## config.mk

```make
export PLATFORM = sky130hd
export DESIGN_NAME = game_sequencer
export DESIGN_NICKNAME = d
export VERILOG_FILES = /design/src/rtl/game_sequencer.sv
export SDC_FILE = /design/constraint.sdc
export NUM_CORES = 1
export LEC_CHECK = 0
export ABC_AREA = 1
export BUFFER_PORTS_ARGS = -buffer_cell sky130_fd_sc_hd__buf_2
export CORE_MARGIN = 5
export CORE_UTILIZATION = 52
export DETAILED_ROUTE_END_ITERATION = 10
export PLACE_DENSITY = 0.84
export SYNTH_ARGS = -nofsm -noshare
export SYNTH_HDL_FRONTEND = slang
export SYNTH_SLANG_ARGS = --single-unit
```

## constraint.sdc

```tcl
create_clock -name clk -period 2 [get_ports clk]
set_clock_uncertainty 0.05 [all_clocks]
set_input_delay 0.4 -clock clk [delete_from_list [all_inputs] [get_ports clk]]
set_output_delay 0.4 -clock clk [all_outputs]
set_load 0.02 [all_outputs]
```

## src/rtl/game_sequencer.sv

```systemverilog
// game_sequencer: key/button synchronizers, game FSM and per-frame paddle stepping.
// Drives the paddle row to the pixel generator and an ASCII status code to the display.
module game_sequencer #(
    parameter int unsigned FRAME_DIV = 1,
    parameter int unsigned STEP      = 4,
    parameter int unsigned Y_MIN     = 0,
    parameter int unsigned Y_MAX     = 408,
    parameter int unsigned Y_INIT    = 204
) (
    input  logic       clk,
    input  logic       reset,
    input  logic       key_s,
    input  logic       key_p,
    input  logic       key_r,
    input  logic       key_esc,
    input  logic       key_up,
    input  logic       key_down,
    input  logic       btn_up,
    input  logic       btn_down,
    input  logic       v_sync,
    output logic [1:0] state,
    output logic [9:0] paddle_y,
    output logic       move_up,
    output logic       move_down,
    output logic [7:0] status_code
);

    typedef enum logic [1:0] {
        IDLE  = 2'd0,
        RUN   = 2'd1,
        PAUSE = 2'd2,
        HALT  = 2'd3
    } state_t;

    localparam int NIN = 9;
    localparam logic [7:0]         DIV_LAST = 8'(FRAME_DIV - 1);
    localparam logic [9:0]         Y_INIT_V = 10'(Y_INIT);
    localparam logic [9:0]         Y_MIN_V  = 10'(Y_MIN);
    localparam logic [9:0]         Y_MAX_V  = 10'(Y_MAX);
    localparam logic signed [10:0] STEP_S   = 11'(STEP);
    localparam logic signed [10:0] Y_MIN_S  = 11'(Y_MIN);
    localparam logic signed [10:0] Y_MAX_S  = 11'(Y_MAX);

    // bit order: s, p, r, esc, key_up, key_down, btn_up, btn_down, v_sync
    logic [NIN-1:0] raw;
    logic [NIN-1:0] s1;
    logic [NIN-1:0] s2;
    logic [NIN-1:0] s3;
    logic [NIN-1:0] rise;

    state_t     st;
    logic [7:0] div;

    logic ev_s;
    logic ev_p;
    logic ev_r;
    logic ev_esc;
    logic frame;
    logic want_up;
    logic want_dn;

    logic signed [10:0] y_ext;
    logic signed [10:0] y_dec;
    logic signed [10:0] y_inc;
    logic [9:0]         y_up;
    logic [9:0]         y_dn;

    assign raw = {v_sync, btn_down, btn_up, key_down, key_up,
                  key_esc, key_r, key_p, key_s};

    // Two synchronizer flops plus an edge register; all idle high so held keys give no event.
    always_ff @(posedge clk or negedge reset) begin
        if (!reset) begin
            s1 <= '1;
            s2 <= '1;
            s3 <= '1;
        end else begin
            s1 <= raw;
            s2 <= s1;
            s3 <= s2;
        end
    end

    assign rise    = s2 & ~s3;
    assign ev_s    = rise[0];
    assign ev_p    = rise[1];
    assign ev_r    = rise[2];
    assign ev_esc  = rise[3];
    assign frame   = ~s2[8] & s3[8];
    assign want_up = s2[4] | s2[6];
    assign want_dn = s2[5] | s2[7];

    // Saturating candidate positions; signed 11-bit math keeps the low side from wrapping.
    always_comb begin
        y_ext = signed'({1'b0, paddle_y});
        y_dec = y_ext - STEP_S;
        y_inc = y_ext + STEP_S;
        y_up  = (y_dec < Y_MIN_S) ? Y_MIN_V : y_dec[9:0];
        y_dn  = (y_inc > Y_MAX_S) ? Y_MAX_V : y_inc[9:0];
    end

    // Game FSM with prioritized commands, frame divider and paddle stepping.
    always_ff @(posedge clk or negedge reset) begin
        if (!reset) begin
            st          <= IDLE;
            div         <= '0;
            paddle_y    <= Y_INIT_V;
            move_up     <= 1'b0;
            move_down   <= 1'b0;
            status_code <= 8'h49;
        end else begin
            move_up   <= 1'b0;
            move_down <= 1'b0;

            case (st)
                IDLE:    status_code <= 8'h49;
                RUN:     status_code <= 8'h47;
                PAUSE:   status_code <= 8'h50;
                HALT:    status_code <= 8'h48;
                default: status_code <= 8'h49;
            endcase

            priority case (1'b1)
                ev_esc: st <= HALT;
                ev_r: begin
                    st       <= IDLE;
                    paddle_y <= Y_INIT_V;
                    div      <= '0;
                end
                ev_p: begin
                    if (st == RUN) begin
                        st <= PAUSE;
                    end else if (st == PAUSE) begin
                        st <= RUN;
                    end
                end
                ev_s: begin
                    if (st == IDLE) begin
                        st  <= RUN;
                        div <= '0;
                    end else if (st == PAUSE) begin
                        st <= RUN;
                    end
                end
                (frame && st == RUN): begin
                    if (div == DIV_LAST) begin
                        div <= '0;
                        if (want_up && !want_dn && y_up != paddle_y) begin
                            paddle_y <= y_up;
                            move_up  <= 1'b1;
                        end else if (want_dn && !want_up && y_dn != paddle_y) begin
                            paddle_y  <= y_dn;
                            move_down <= 1'b1;
                        end
                    end else begin
                        div <= div + 8'd1;
                    end
                end
                default: ;
            endcase
        end
    end

    assign state = st;

endmodule
```

==> results of run 1 <==
-- sequential cells by signal (all words and copies together), names as in the netlist, 2 cells and up --
register and count:
s1 9, div 8, paddle_y 10, s3 5, status_code 4, state 2, s2 9
-- area by class of cell --
cell class              instances  area share [%]
inverters                      46            5.28
flip-flops and latches         49            38.2
multi-input cells             199            39.0
clock buffers                   5            2.08
well taps                      70            2.64
clock inverters                 3            1.43
repair buffers                 53            11.4
-- worst reg2reg max path: stages (launching register included) --
cell,delay (ps)
dfstp_2,630
ha_4,180
nand2_4,60
inv_2,80
nand3_1,100
nand2_1,100
nor2_1,50
nand2_1,80
nand2_2,80
nand3_2,90
nand2_4,70
buf_4,150
buf_4,130
nor3_2,120
-- how the worst max path moves through the flow --
stage	from	to	slack, ps	cells past startpoint
after floorplan	paddle_y[2]$_DFFE_PN1P_	paddle_y[9]$_DFFE_PN0P_	50	13
after global placement	paddle_y[3]$_DFFE_PN1P_	paddle_y[5]$_DFFE_PN0P_	20	14
after detailed placement	paddle_y[3]$_DFFE_PN1P_	paddle_y[8]$_DFFE_PN0P_	-60	14
after CTS	paddle_y[2]$_DFFE_PN1P_	paddle_y[5]$_DFFE_PN0P_	1	13
after global routing	paddle_y[2]$_DFFE_PN1P_	paddle_y[1]$_DFFE_PN0P_	-170	13
final	paddle_y[2]$_DFFE_PN1P_	move_down$_DFF_PN0_	-40	13
-- what timing repair did --
item,4_1_cts,5_1_grt
pin swaps,2,19
buffers inserted,4,5
cloned,0,1
setup endpoints to repair,11,18
resized for setup,6,34
-- metal layers --
layer	track usage [%]	share of wire, %	vias up
li1	-	-	1069
met1	23.5	38	1107
met2	34.1	51	101
met3	4.21	6.5	31
met4	10.3	4.7	0
met5	0	0	-
-- kinds of logic (layout without fill, tap and decap cells) --
logic type	count (synthesis)	after routing	share of synthesized area (%)
adder cells (fa/ha/maj)	9	9	4.25
buffers and inverters	55	107	9.49
flip-flops	49	49	47.7
other	2	3	0.284
AND/OR/NAND/NOR	147	148	29.2
XOR/XNOR	6	6	1.98
AO/OA/AOI/OAI	33	33	7.13
-- stage by stage --
step | util [%] | instances | setup TNS, ps | instance area [sq um] | hold slack, ps
finish | 65.8 | 425 | -245 | 3320 | 10.9
global route | 65.8 | 425 | -1670 | 3320 | 21.0
CTS | 61.8 | 419 | 0 | 3120 | 17.7
detailed placement | 58.6 | 407 | -375 | 2960 | 297
global placement | 58.6 | 407 | 0 | 2960 | 296
floorplan | - | 302 | 0 | 2650 | 54.4
-- placed cells by master, fill, tap and decap left out, types with 2 or more instances in the layout --
master	count
buf_12	3
nor2_2	4
buf_2	29
inv_6	2
dfstp_2	29
o21ai_1	2
or2_2	2
clkbuf_8	5
nor3_4	2
inv_1	32
buf_4	17
ha_4	3
nor3_2	3
nand2_2	7
a21oi_1	14
clkinv_1	5
ha_1	6
dfrtp_2	2
nand2_8	2
inv_2	8
buf_6	4
dfrtp_1	18
xor2_1	6
nand3_1	17
o22ai_1	2
nand3_2	14
nand4_1	6
conb_1	3
nand2_4	4
nor4_1	2
nor3_1	5
nor2_1	18
nand3_4	2
nor3b_1	2
nand2_1	57
o21ai_0	7
-- power groups by stage --
stage          clock, mW  sequential, mW  combinational [mW]
3_5_place_dp           0            1.35                1.30
2_1_floorplan          0            1.42               0.809
3_3_place_gp           0            1.34                1.28
5_1_grt            0.795            1.39                1.68
4_1_cts            0.736            1.33                1.34
6_report           0.723            1.37                1.53
==> metrics, run 1 <==
status finished with violations; failing checks setup timing; CP top delay family simple AND/OR/NAND/NOR gates; Register Area 1260 sq um; pin count of the biggest net entering global routing 50; Synth Warn # 0; Setup WS pre-CTS -61.3 ps; Port Buf Inserts 29; DPL Wire Length ~4200 um; hold buffer count at cts 0; Initial Utilization 52.5%; Critical Setup Path Class reg2reg; WP data arrival 2210 ps; fill count between 400 and 500; required time of the worst setup path roughly 2200 ps; gr usage total about a fifth; vias in the first global route ~2300; Sw Ratio between 40% and 50%; final number of hold-violating endpoints 0; worst stage delay on the critical path 630 ps; layout overhead on the synthesized area 25.2%; Final nets 374; Setup WS post-layout -42.2 ps; critical path cell sequence ha_4 -> nand2_4 -> inv_2 -> nand3_1 -> nand2_1 -> nor2_1 -> nand2_1 -> nand2_2 -> nand3_2 -> nand2_4 -> buf_4 -> buf_4 -> nor3_2; wire per inst 14.4 um; max cap viols 0; leakage 1.59 nW; Achievable Freq 0.490 GHz; share of layout cells above drive strength 1 42.0%; Tightest Hold Check Type in2async; top-count cell post-synth nand2_1; Pins Over Slew Limit 0; crit path launch type flop; CTS max path bufs 2; min Tclk post-route approximately 2000 ps; crit path max fanout 5; top cells by area, synth dfstp_2, dfrtp_1, nand2_1; DRT iter0 DRCs 150; clock sinks between 40 and 50; Mapped Area between 2000 and 3000 sq um; final wirelength 6100 um; Post-synth top flop dfstp_2; Setup-failing EPs final 9; R2R depth 13; RSZ-0062 raised after global routing yes; routability congestion estimate 0.939; Worst-path clk slew 90 ps; reg2reg start paddle_y[2]$_DFFE_PN1P_; Clk pwr share 20.0%; Core ar. 5040 sq um; top cell type's share of synthesized area 28.8%; Max rail drop VDD 0.729 mV; CTS HTree Levels 2; total CTS buffers 5; first-pass GRT wire length slightly above 10000 um; ANT cells 0; CP Capture Type flop; Flop pwr share a little under two fifths; full die area 6620 sq um; Die X 81.4 um; Seq/Total Area, Yosys 47.7%; Internal 2.16 mW; Post-Syn Instances 301; worst reg-to-reg setup slack -40 ps; First-pass DRT Iterations 4; Avg Synthesized Cell Area 8.80 sq um; cell taking the most area after synthesis dfstp_2; multi-input logic area 1290 sq um; CTS tree yes; combinational power share 42.3%; Unique masters post-synth 36; Power Density 1090 nW/um^2; number of vias per cell 5.43; antenna viol nets, final 0; # DRC 0; Yosys reg bits 49; gr ovfl total 0; Tcrit/Tclk final 102%; Async S/R FF share, synth 100%; Die Ht slightly above 80 um; Critical R2R Capture move_down$_DFF_PN0_; Top Ports 33; Synth top cells by count nand2_1, inv_1, dfstp_2; worst skew pair latency 300 ps; vias ~2300; row count 26; overall power 3.62 mW; Root Driver clkbuf_8; initial antenna violation count 0; Worst path slowest cell dfstp_2; number of synthesized flops with an enable pin 0; net switching power 1.46 mW; Worst Path Buf+Inv 3
Power figures use the tool's default switching activity.
==> run 2: changes to the inputs <==
--- a/config.mk
+++ b/config.mk
@@ -6,11 +6,11 @@
 export NUM_CORES = 1
 export LEC_CHECK = 0
 export ABC_AREA = 1
-export BUFFER_PORTS_ARGS = -buffer_cell sky130_fd_sc_hd__buf_2
+export BUFFER_PORTS_ARGS = -buffer_cell sky130_fd_sc_hd__buf_4
 export CORE_MARGIN = 5
-export CORE_UTILIZATION = 52
+export CORE_UTILIZATION = 35
 export DETAILED_ROUTE_END_ITERATION = 10
-export PLACE_DENSITY = 0.84
+export PLACE_DENSITY = 0.63
 export SYNTH_ARGS = -nofsm -noshare
 export SYNTH_HDL_FRONTEND = slang
 export SYNTH_SLANG_ARGS = --single-unit
==> run 2 against run 1 <==
Effect of this change:
- the run still ends with setup timing left
- global-route usage fell by 7.8 points
- sequential share of layout area fell by 0.70 points
- flip-flop and latch count did not move
- first-iteration DRC count fell by 41%
- via count fell by 8.6%
- die area rose by 42%
- sequential power barely moved
- final cell count rose by 7.1%
- clock-buffer cell count rose by 1
- register-to-register slack improved by 30 ps
- power fell by 1.7%
- critical endpoint is now paddle_y[9]$_DFFE_PN0P_
- largest power group unchanged
- highest routed layer unchanged
==> metrics, run 2 (synthesis results as in run 1) <==
Port Buf Inserts 29; max cap viols 0; initial antenna violation count 0; Die Ht 97.0 um; required time of the worst setup path 2150 ps; vias in the first global route approximately 2100; multi-input logic area 1280 sq um; RSZ-0062 raised after global routing yes; leakage between 1.5 and 2 nW; gr ovfl total 0; met3 wire length approximately 260 um; top layer in use met4; crit path max fanout 4; overall power about 3.6 mW; Setup-failing EPs final 4; combinational power share 45.9%; Die X 97.0 um; full die area ~9400 sq um; Root Driver clkbuf_8; Critical R2R Capture paddle_y[9]$_DFFE_PN0P_; DRT iter0 DRCs 88; crit path launch type flop; Max rail drop VDD 0.376 mV; status finished with violations; CTS HTree Levels 2; placed inst area 3060 sq um; M1 WL 2420 um; fill count 729; Tcrit/Tclk final 100%; failing checks setup timing; Power Density 1060 nW/um^2; first-pass GRT wire length 9570 um; Fin Setup TNS -10.5 ps; net switching power ~1.4 mW; Largest register FFs 10; CTS max path bufs 2; WP data arrival 2160 ps; Setup WS post-layout -7.25 ps; Worst-path clk slew 80 ps; worst skew pair latency 300 ps; R2R depth 13; Final nets ~380; total CTS buffers 5; # DRC 0; Critical Setup Path Class reg2reg; most common cell after layout, fill and taps aside nand2_1; final number of hold-violating endpoints 0; Pins Over Slew Limit 0; number of vias per cell roughly 4.6; layout overhead on the synthesized area 27.3%; Biggest register paddle_y; clock sinks 49; worst reg-to-reg setup slack -7 ps; row count 31; DPL Wire Length 4150 um; Clk pwr share 16.1%; routability congestion estimate ~0.9; Sw Ratio 40.6%; vias 2110; Hold WS 48.7 ps; CP startpoint paddle_y[3]$_DFFE_PN1P_; Met2 Wirelength 2780 um; final instance area 3370 sq um; measured slew at the worst slew-check pin between 500 and 600 ps; wire per inst 12.2 um; Rel. slew slack 60.4%; Flop pwr share 38.0%; Top Ports 33; Largest regs paddle_y x10, s1 x9, s2 x9; Internal 2.11 mW; CTS tree yes; most frequent cells in the layout nand2_1, buf_4, inv_1; Initial Utilization ~36%; gr usage total 12.2%; antenna viol nets, final 0; Achievable Freq 0.498 GHz; min Tclk post-route 2010 ps; CP Capture Type flop; final wirelength 5560 um; Register Area 1260 sq um; reg2reg start paddle_y[3]$_DFFE_PN1P_; share of layout cells above drive strength 1 42.1%; Tightest Hold Check Type in2async; First-pass DRT Iterations 4; ANT cells 0; pin count of the biggest net entering global routing 50; Core ar. 7290 sq um
[run 2: layout make-up]
cell class | count | share of cell area, %
Clock buffer | 6 | 2.15
Clock inverter | 2 | 0.371
Inverter | 46 | 5.35
Multi-Input combinational cell | 198 | 38.0
Sequential cell | 49 | 37.5
Tap cell | 99 | 3.67
Timing Repair Buffer | 55 | 13.0
[run 2: critical path, stage by stage (launching register included)]
cell,delay (ps)
dfstp_2,620
ha_4,180
nor2_1,50
nor2_2,190
nand3_2,90
nand3_2,90
nand2_1,60
nand2_2,90
nand3_2,70
nand2_2,90
nand2_4,90
buf_6,140
nand3_2,50
nand2_2,50
[run 2: metal layers]
layer / vias up / GRT usage, %
li1: 1068 / -
met1: 992 / 14.9
met2: 42 / 21.0
met3: 8 / 2.66
met4: 0 / 4.32
met5: - / 0
[run 2: how the worst max path moves through the flow]
stage	endpoint	cells past startpoint	slack, ps
after floorplan	paddle_y[9]$_DFFE_PN0P_	13	50
after global placement	paddle_y[9]$_DFFE_PN0P_	13	10
after detailed placement	paddle_y[9]$_DFFE_PN0P_	13	-40
after CTS	paddle_y[4]$_DFFE_PN0P_	14	2
after global routing	paddle_y[0]$_DFFE_PN0P_	13	-120
final	paddle_y[9]$_DFFE_PN0P_	13	-7
[run 2: what timing repair did]
action / CTS / global route
setup buffers: 2 / 6
endpoints found under the hold margin: 0 / 0
pin swaps: 5 / 16
endpoints found under the setup margin: 8 / 13
resized for setup: 14 / 25
hold buffers: 0 / 0
[run 2: through the flow]
stage / setup WS, ps / instances / utilization [%]
global placement: 12.6 / 439 / 42.0
global route: -120 / 455 / 46.2
detailed placement: -40.3 / 439 / 42.0
CTS: 1.69 / 449 / 44.1
floorplan: 46.8 / 302 / -
finish: -7.25 / 455 / 46.2
[run 2: power by group through the flow]
stage          registers, mW  clock network [mW]  logic [mW]
2_1_floorplan           1.42                   0       0.809
3_3_place_gp            1.35                   0        1.36
3_5_place_dp            1.35                   0        1.36
4_1_cts                 1.35               0.599        1.48
5_1_grt                 1.38               0.640        1.80
6_report                1.35               0.571        1.63
==> run 3: changes to the inputs <==
--- a/config.mk
+++ b/config.mk
@@ -10,7 +10,7 @@
 export CORE_MARGIN = 5
 export CORE_UTILIZATION = 35
 export DETAILED_ROUTE_END_ITERATION = 10
-export PLACE_DENSITY = 0.63
+export PLACE_DENSITY = 0.55
 export SYNTH_ARGS = -nofsm -noshare
 export SYNTH_HDL_FRONTEND = slang
 export SYNTH_SLANG_ARGS = --single-unit
==> run 3 against run 2 <==
Effect of this change:
- clock power grew 27%
- sequential share of layout area up 0.65 points
- sequential power is essentially flat
- worst setup slack hardly changed
- critical path depth did not move
- the flow still finishes with violations (setup timing)
- utilization is 0.79 points lower
- worst hold slack improved by 15 ps
- highest routed layer unchanged
- via count decreased by 0.19%
- final cell count decreased by 0.66%
- die area unchanged
- critical endpoint is now paddle_y[4]$_DFFE_PN0P_
- first-iteration DRC count is 36% higher
==> metrics, run 3 (synthesis results as in run 1) <==
Initial Utilization 36.3%; Tcrit/Tclk final 100%; First-pass DRT Iterations 5; DRT iter0 DRCs 120; Achievable Freq 0.498 GHz; crit path launch type flop; final wirelength 5650 um; Die Ht roughly 97 um; ANT cells 0; measured slew at the worst slew-check pin 604 ps; most common cell after layout, fill and taps aside nand2_1; required time of the worst setup path 2150 ps; routability congestion estimate 0.881; most frequent cells in the layout nand2_1, buf_4, inv_1; RSZ-0062 raised after global routing yes; DPL Wire Length 4220 um; failing checks setup timing; CTS max path bufs 2; wire per inst 12.5 um; Hold WS 63.7 ps; Rel. slew slack between 50% and 60%; layout overhead on the synthesized area 25.1%; pin count of the biggest net entering global routing 50; clock sinks 49; share of layout cells above drive strength 1 39.1%; Pins Over Slew Limit 0; Setup WS post-layout -6.90 ps; worst skew pair latency 300 ps; Power Density 1090 nW/um^2; initial antenna violation count 0; final number of hold-violating endpoints 0; status finished with violations; reg2reg start paddle_y[3]$_DFFE_PN1P_; first-pass GRT wire length 9540 um; Biggest register paddle_y; Core ar. 7290 sq um; leakage 1.56 nW; CP Capture Type flop; # DRC 0; Largest regs paddle_y x10, s1 x9, s2 x9; R2R depth 13; Max rail drop VDD 0.325 mV; max cap viols 0; crit path max fanout 6; Largest register FFs 10; CTS tree yes; hold buffer count at cts 0; Top Ports 33; antenna viol nets, final 0; total CTS buffers 5; Critical Setup Path Class reg2reg; Root Driver clkbuf_8; worst reg-to-reg setup slack -7 ps; Die X 97.0 um; Final nets 372; full die area between 9000 and 10000 sq um; Tightest Hold Check Type in2async; gr usage total 12.1%; gr ovfl total 0; Critical R2R Capture paddle_y[4]$_DFFE_PN0P_; overall power 3.61 mW; Setup WS pre-CTS -22.6 ps; Port Buf Inserts 29; vias in the first global route 2054; CTS HTree Levels 2; row count 31; Worst-path clk slew 90 ps; vias 2106; Setup-failing EPs final 2; Fin Setup TNS -7.43 ps; number of vias per cell 4.66; min Tclk post-route 2010 ps; WP data arrival 2150 ps
run 3: final cells by class:
class                      count  area [sq um]
clock buffer                   6          82.6
clock inverter                 2          37.5
fill                         743          3980
inverter                      46           175
multi-input combinational    198          1220
sequential                    49          1260
tap                           99           124
timing repair buffer          52           414
run 3: metal layers:
layer | global-route usage (%) | share of wire [%] | up-vias
met5 | 0 | 0 | -
met4 | 3.56 | 1.1 | 0
met3 | 2.88 | 4.5 | 6
met1 | 15.9 | 45 | 992
li1 | - | - | 1064
met2 | 19.8 | 49 | 44
run 3: through the flow:
step                instances  utilization [%]  cell area (sq um)
finish                    452             45.4               3310
global route              452             45.4               3310
CTS                       448             43.8               3190
detailed placement        439             42.0               3060
global placement          439             42.0               3060
floorplan                 302                -               2650
run 3: repair_timing:
item,in CTS,in global routing
resized for setup,2,21
endpoints found under the hold margin,0,0
endpoints found under the setup margin,6,12
pin swaps,0,4
setup buffers,1,4
run 3: critical path, stage by stage (launching register included):
cell	delay (ps)
dfstp_2	610
ha_4	170
nand2_4	60
o21bai_1	180
nand2_2	80
nor2_2	110
nand2_1	60
nand2_2	90
nand3_2	70
nand2_2	90
nand2_4	90
buf_12	150
nand3_2	50
nand2_1	50
run 3: worst max path at each step:
stage	startpoint	end	slack (ps)
final	paddle_y[3]$_DFFE_PN1P_	paddle_y[4]$_DFFE_PN0P_	-7
after detailed placement	paddle_y[3]$_DFFE_PN1P_	paddle_y[9]$_DFFE_PN0P_	-20
after global placement	paddle_y[3]$_DFFE_PN1P_	paddle_y[1]$_DFFE_PN0P_	-3
after CTS	paddle_y[2]$_DFFE_PN1P_	paddle_y[9]$_DFFE_PN0P_	4
after floorplan	paddle_y[2]$_DFFE_PN1P_	paddle_y[9]$_DFFE_PN0P_	50
after global routing	paddle_y[3]$_DFFE_PN1P_	paddle_y[0]$_DFFE_PN0P_	-120
run 3: power by group:
part | switching [mW] | total (mW) | internal (mW)
registers | 0.190 | 1.35 | 1.16
clock network | 0.322 | 0.728 | 0.407
logic | 0.878 | 1.53 | 0.649
total | 1.39 | 3.61 | 2.22
